[config.mk]
export PLATFORM = sky130hd
export DESIGN_NAME = clk_switch_ctrl
export DESIGN_NICKNAME = d
export VERILOG_FILES = /design/src/rtl/clk_switch_pkg.sv /design/src/rtl/clk_switch_ctrl_guard_timer.sv /design/src/rtl/clk_switch_ctrl.sv
export SDC_FILE = /design/constraint.sdc
export NUM_CORES = 1
export LEC_CHECK = 0
export CAP_MARGIN = 5
export CORE_MARGIN = 1
export CORE_UTILIZATION = 46
export DETAILED_ROUTE_END_ITERATION = 6
export PLACE_DENSITY = 0.81
export SLEW_MARGIN = 20
export SYNTH_ARGS = -nofsm -noshare
export SYNTH_HDL_FRONTEND = slang
export SYNTH_SLANG_ARGS = --single-unit
[constraint.sdc]
create_clock -name clk -period 2.41 [get_ports clk]
set_input_delay 0.482 -clock clk [delete_from_list [all_inputs] [get_ports clk]]
set_output_delay 0.482 -clock clk [all_outputs]
set_load 0.01 [all_outputs]
[src/rtl/clk_switch_pkg.sv]
// ============================================================================
// Module   : clk_switch_pkg
// Brief    : Shared types and helpers for the clock-source switch controller.
// Revision : 1.0
// ============================================================================
`default_nettype none

package clk_switch_pkg;

  typedef enum logic [1:0] {
    S_IDLE       = 2'd0,
    S_GATE_OFF   = 2'd1,
    S_WAIT_ALIVE = 2'd2,
    S_GATE_ON    = 2'd3
  } state_e;

  localparam int unsigned c_MAX_SRC = 16;

  typedef struct packed {
    logic       found;
    logic [3:0] idx;
  } lsb_t;

  // Lowest-index set bit of a source mask; found=0 when the mask is empty.
  function automatic lsb_t find_lowest(input logic [c_MAX_SRC-1:0] v);
    lsb_t r;
    r.found = 1'b0;
    r.idx   = '0;
    for (int i = c_MAX_SRC - 1; i >= 0; i--) begin
      if (v[i]) begin
        r.found = 1'b1;
        r.idx   = 4'(i);
      end
    end
    return r;
  endfunction

endpackage

`default_nettype wire

[src/rtl/clk_switch_ctrl_guard_timer.sv]
// ============================================================================
// Module   : guard_timer
// Brief    : Loadable down-counter that saturates at zero and flags expiry.
// Revision : 1.0
// ============================================================================
`default_nettype none

module guard_timer
  import clk_switch_pkg::*;
#(
  parameter int W = 4
) (
  input  logic         clk,
  input  logic         rst,
  input  logic         load_i,
  input  logic [W-1:0] value_i,
  output logic         expired_o
);

  logic [W-1:0] cnt_q;
  logic [W-1:0] cnt_d;

  always_comb begin
    cnt_d = cnt_q;
    if (load_i) begin
      cnt_d = value_i;
    end else if (cnt_q != '0) begin
      cnt_d = cnt_q - W'(1);
    end
  end

  always_ff @(posedge clk) begin
    if (rst) begin
      cnt_q <= '0;
    end else begin
      cnt_q <= cnt_d;
    end
  end

  assign expired_o = (cnt_q == '0);

endmodule

`default_nettype wire

[src/rtl/clk_switch_ctrl.sv]
// ============================================================================
// Module   : clk_switch_ctrl
// Brief    : Glitch-safe clock-source select sequencer with timeout/failover.
// Revision : 1.0
// ============================================================================
`default_nettype none

module clk_switch_ctrl
  import clk_switch_pkg::*;
#(
  parameter int NUM_SRC       = 2,
  parameter int SEL_W         = $clog2(NUM_SRC),
  parameter int DEFAULT_SRC   = 0,
  parameter int GUARD_CYC     = 4,
  parameter int LOCK_CYC      = 16,
  parameter int AUTO_FAILOVER = 0
) (
  input  logic               clk,
  input  logic               rst,
  input  logic               req_valid_i,
  input  logic [SEL_W-1:0]   req_sel_i,
  output logic               req_ready_o,
  input  logic [NUM_SRC-1:0] src_alive_i,
  output logic [NUM_SRC-1:0] ce_out_o,
  output logic [SEL_W-1:0]   sel_cur_o,
  output logic               busy_o,
  output logic               switch_done_o,
  output logic               fault_o,
  output logic               failover_o
);

  localparam int c_CNT_MAX = (GUARD_CYC > LOCK_CYC) ? GUARD_CYC : LOCK_CYC;
  localparam int c_CNT_W   = $clog2(c_CNT_MAX + 1);
  localparam logic [c_CNT_W-1:0] c_GUARD_LD  = c_CNT_W'(GUARD_CYC - 1);
  localparam logic [c_CNT_W-1:0] c_LOCK_LD   = c_CNT_W'(LOCK_CYC);
  localparam logic [SEL_W-1:0]   c_DEF_SEL   = SEL_W'(DEFAULT_SRC);
  localparam logic [31:0]        c_NUM_SRC_U = NUM_SRC;

  function automatic logic [NUM_SRC-1:0] sel2oh(input logic [SEL_W-1:0] s);
    logic [NUM_SRC-1:0] oh;
    oh = '0;
    for (int i = 0; i < NUM_SRC; i++) begin
      if (s == SEL_W'(i)) oh[i] = 1'b1;
    end
    return oh;
  endfunction

  state_e             state_q, state_d;
  logic [SEL_W-1:0]   target_q, target_d;
  logic [SEL_W-1:0]   sel_cur_q, sel_cur_d;
  logic               timed_out_q, timed_out_d;
  logic [NUM_SRC-1:0] ce_q, ce_d;
  logic               busy_q, busy_d;
  logic               done_q, done_d;
  logic               fault_q, fault_d;
  logic               failover_q, failover_d;

  logic               w_accept;
  logic               w_req_bad;
  logic               w_cur_alive;
  logic               w_tgt_alive;
  logic [NUM_SRC-1:0] w_cand;
  lsb_t               w_lsb;
  logic [SEL_W-1:0]   w_fo_sel;
  logic               w_expired;
  logic               w_load;
  logic [c_CNT_W-1:0] w_load_val;
  logic               w_timeout;
  logic               w_fo_launch;

  assign req_ready_o = (state_q == S_IDLE) && !rst;
  assign w_accept    = req_valid_i && req_ready_o;
  assign w_req_bad   = 32'(req_sel_i) >= c_NUM_SRC_U;
  assign w_cur_alive = |(src_alive_i & sel2oh(sel_cur_q));
  assign w_tgt_alive = |(src_alive_i & sel2oh(target_q));
  assign w_cand      = src_alive_i & ~sel2oh(sel_cur_q);
  assign w_lsb       = find_lowest(c_MAX_SRC'(w_cand));
  assign w_fo_sel    = SEL_W'(w_lsb.idx);

  // Every state entry reloads the timer with that state's dwell length.
  assign w_load = (state_d != state_q);
  always_comb begin
    w_load_val = '0;
    unique case (state_d)
      S_GATE_OFF:   w_load_val = c_GUARD_LD;
      S_WAIT_ALIVE: w_load_val = c_LOCK_LD;
      S_GATE_ON:    w_load_val = c_GUARD_LD;
      default:      w_load_val = '0;
    endcase
  end

  guard_timer #(
    .W (c_CNT_W)
  ) u_guard_timer (
    .clk       (clk),
    .rst       (rst),
    .load_i    (w_load),
    .value_i   (w_load_val),
    .expired_o (w_expired)
  );

  always_ff @(posedge clk) begin
    if (rst) begin
      state_q     <= S_IDLE;
      target_q    <= c_DEF_SEL;
      sel_cur_q   <= c_DEF_SEL;
      timed_out_q <= 1'b0;
      ce_q        <= sel2oh(c_DEF_SEL);
      busy_q      <= 1'b0;
      done_q      <= 1'b0;
      fault_q     <= 1'b0;
      failover_q  <= 1'b0;
    end else begin
      state_q     <= state_d;
      target_q    <= target_d;
      sel_cur_q   <= sel_cur_d;
      timed_out_q <= timed_out_d;
      ce_q        <= ce_d;
      busy_q      <= busy_d;
      done_q      <= done_d;
      fault_q     <= fault_d;
      failover_q  <= failover_d;
    end
  end

  always_comb begin
    state_d     = state_q;
    target_d    = target_q;
    timed_out_d = timed_out_q;
    w_timeout   = 1'b0;
    w_fo_launch = 1'b0;
    unique case (state_q)
      S_IDLE: begin
        if (w_accept) begin
          if (!w_req_bad && (req_sel_i != sel_cur_q)) begin
            target_d    = req_sel_i;
            timed_out_d = 1'b0;
            state_d     = S_GATE_OFF;
          end
        end else if ((AUTO_FAILOVER != 0) && !w_cur_alive && w_lsb.found) begin
          target_d    = w_fo_sel;
          timed_out_d = 1'b0;
          w_fo_launch = 1'b1;
          state_d     = S_GATE_OFF;
        end
      end
      S_GATE_OFF: begin
        if (w_expired) state_d = S_WAIT_ALIVE;
      end
      S_WAIT_ALIVE: begin
        if (w_tgt_alive) begin
          state_d = S_GATE_ON;
        end else if (w_expired) begin
          // Dead target: fall back to re-enabling the source we came from.
          w_timeout   = 1'b1;
          target_d    = sel_cur_q;
          timed_out_d = 1'b1;
          state_d     = S_GATE_ON;
        end
      end
      S_GATE_ON: begin
        if (w_expired) state_d = S_IDLE;
      end
      default: state_d = S_IDLE;
    endcase
  end

  always_comb begin
    sel_cur_d = sel_cur_q;
    if ((state_q == S_GATE_ON) && (state_d == S_IDLE)) sel_cur_d = target_q;
    unique case (state_d)
      S_GATE_ON: ce_d = sel2oh(target_d);
      S_IDLE:    ce_d = sel2oh(sel_cur_d);
      default:   ce_d = '0;
    endcase
    busy_d     = (state_d != S_IDLE);
    done_d     = ((state_q == S_IDLE) && w_accept && !w_req_bad && (req_sel_i == sel_cur_q)) ||
                 ((state_q == S_GATE_ON) && (state_d == S_IDLE) && !timed_out_q);
    fault_d    = ((state_q == S_IDLE) && w_accept && w_req_bad) || w_timeout;
    failover_d = w_fo_launch;
  end

  assign ce_out_o      = ce_q;
  assign sel_cur_o     = sel_cur_q;
  assign busy_o        = busy_q;
  assign switch_done_o = done_q;
  assign fault_o       = fault_q;
  assign failover_o    = failover_q;

endmodule

`default_nettype wire
==> impl_metrics.json <==
{
  "syn_area_per_cell_um2": 8.04,
  "drt-initial-drc-count": 30,
  "drt_pass1_iterations": 4,
  "yosys_register_bits": 15,
  "antenna_found_initial": 0,
  "skew_ps": 1.40,
  "synth.largest_area_cell": "dfxtp_1",
  "pwr_density_cell_nw_per_um2": 1050,
  "syn_to_final_growth_pct": 36.3,
  "drc": 0,
  "die_x_um": 45.0,
  "holdBufCountCts": 0,
  "drv_slew": 0,
  "cts-root-buf": "clkbuf_4",
  "vias": 844,
  "drive_above_1_share_pct": 21.4,
  "htree_levels": 1,
  "place_area_um2": 1090,
  "grt_pass1_vias": 789,
  "cts_sinks": 15,
  "ys_seq_area_share_pct": 35.2,
  "syn_inst": 106,
  "setup_viol": 0,
  "io_buffers": 12,
  "critPathRequiredTime_ps": 2640,
  "clock.fmax_ghz": 0.425,
  "finalHoldViolCount": 0,
  "outcome": "completed",
  "grt_start_max_net_pins": 19,
  "synth.top_cell.area_share_pct": 35.2,
  "clkTransAtPathRegs_ps": 90,
  "cp.arrival_ps": 2580,
  "vias_per_cell": 5.41,
  "dieArea_um2": 2030,
  "fp.dieH_um": 45.0,
  "end_kind": "flip-flop",
  "routedWlPerCell_um": 13.5,
  "synth_area_um2": 852,
  "diodes": 0,
  "max_cap_viol_count": 0,
  "drt_wl_total_mm": 2.11,
  "ant_nets": 0,
  "p_leak_nw": 0.515,
  "critPathMaxFanout": 4,
  "post-route-period-util_pct": 97.7,
  "place_inst": 150,
  "dp_hpwl_mm": 1.53,
  "core_um2": 1730,
  "ys_types": 36,
  "place_congestion": 0.854,
  "start_util_pct": 49.3,
  "grt_pass1_wl_mm": 3.18,
  "min_period_ps": 2360,
  "startpoint_type": "flip-flop",
  "insertion_delay_ps": 280,
  "nFillCells": 144,
  "tns_ps": 0,
  "nets": 143,
  "critPathKind": "reg -> reg",
  "synthFlopType": "dfxtp_1",
  "clock_path_buffers": 2,
  "synth_edf_count": 0,
  "final_cell_area_um2": 1160,
  "min_path_type": "reg -> reg",
  "yosys_warnings": 0,
  "grtUsageTotal_pct": 21.5,
  "gr-total-overflow": 0,
  "mappedNetlistNets": 117,
  "synth.area.top_cells": "dfxtp_1 35%, ha_1 7.3%, nor2_1 6.6%",
  "cts_tree": "done",
  "synth_common_cells": "15 x dfxtp_1, 15 x nor2_1, 10 x nand2_1, 8 x inv_1, 7 x o21ai_0",
  "ios": 14,
  "cts_buffers": 3,
  "stdcell_count": 156,
  "rows": 15,
  "async_flop_share_pct": 0,
  "vdd.ir_drop.worst_mv": 0.524,
  "whs_ps": 476
}
layout make-up:
class                      instances  area (µm²)  share of cell area, %
multi-input combinational         77         536                   46.1
clock buffer                       4        26.3                   2.26
sequential                        15         300                   25.9
inverter                           8        30.0                   2.59
tap                               25        31.3                   2.69
timing repair buffer              27         238                   20.5
per-stage QoR:
stage	power (mW)	worst slack, ps	util (%)
floorplan	0.771	35.3	-
global placement	0.968	-239	62.9
detailed placement	0.987	-318	62.9
CTS	1.14	9.76	64.4
global route	1.29	-34.2	67.2
finish	1.21	54.7	67.2
placed cells by master, fill, tap and decap left out, types with 2 or more instances in the layout:
cell type,instances
clkdlybuf4s50_1,10
o21ai_0,7
dlymetal6s2s_1,2
nor2_1,15
nor2b_1,2
mux2i_1,2
ha_2,2
buf_4,15
inv_1,8
xnor2_1,3
dfxtp_1,15
ha_1,3
nand3_1,2
nand2_1,10
nor3_1,3
clkbuf_4,3
a21oi_1,6
sequential cells by signal, summed over array words and instances, names as in the netlist:
register / flops
ce_out_o: 2
state_q: 2
busy_o: 1
u_guard_timer.cnt_q: 5
switch_done_o: 1
target_q: 1
fault_o: 1
sel_cur_o: 1
timed_out_q: 1
path summary, 6_finish.rpt:
kind	from	to	slack [ps]	cells after the start
worst max-delay path	u_guard_timer.cnt_q[0]	u_guard_timer.cnt_q[4]	50	11
worst min-delay path	timed_out_q	timed_out_q	480	2
worst max register to register	u_guard_timer.cnt_q[0]	u_guard_timer.cnt_q[4]	50	11
worst min register to register	timed_out_q	timed_out_q	480	2
logic make-up after synthesis:
| family | count (synthesis) | synth area share (%) |
|---|---|---|
| buffers and inverters | 14 | 7.05 |
| AND/OR/NAND/NOR | 40 | 22.6 |
| adder cells (fa/ha/maj) | 5 | 7.34 |
| XOR/XNOR | 4 | 4.11 |
| flip-flops | 15 | 35.2 |
| other | 1 | 0.440 |
| AO/OA/AOI/OAI | 24 | 19.5 |
| multiplexers | 3 | 3.67 |
critical path: stages (launching register included):
cell      delay, ps
dfxtp_1         340
inv_1           110
ha_2            230
or4b_1          460
nand2_1          90
and3_4          210
ha_2            200
nand3_1          80
o21ai_0         100
a21oi_1          90
a311oi_1        230
a32o_1          160
power by group:
| part | switching [mW] | internal [mW] |
|---|---|---|
| Sequential | 0.0614 | 0.307 |
| Clock | 0.0811 | 0.0642 |
| Combinational | 0.338 | 0.363 |
layer usage:
layer	vias to the layer above	track usage [%]	part of all wire (%)
li1	419	-	-
met5	-	0	0
met3	0	5.20	2.3
met1	408	27.3	47
met2	17	33.6	51
met4	0	11.5	0
what timing repair did:
action                     CTS  global route
setup endpoints to repair    1             4
pin swaps                    1             1
resized for setup            0             7
buffers inserted             0             2
gates cloned                 0             0
Note: power is estimated with default switching activity, not from simulation.
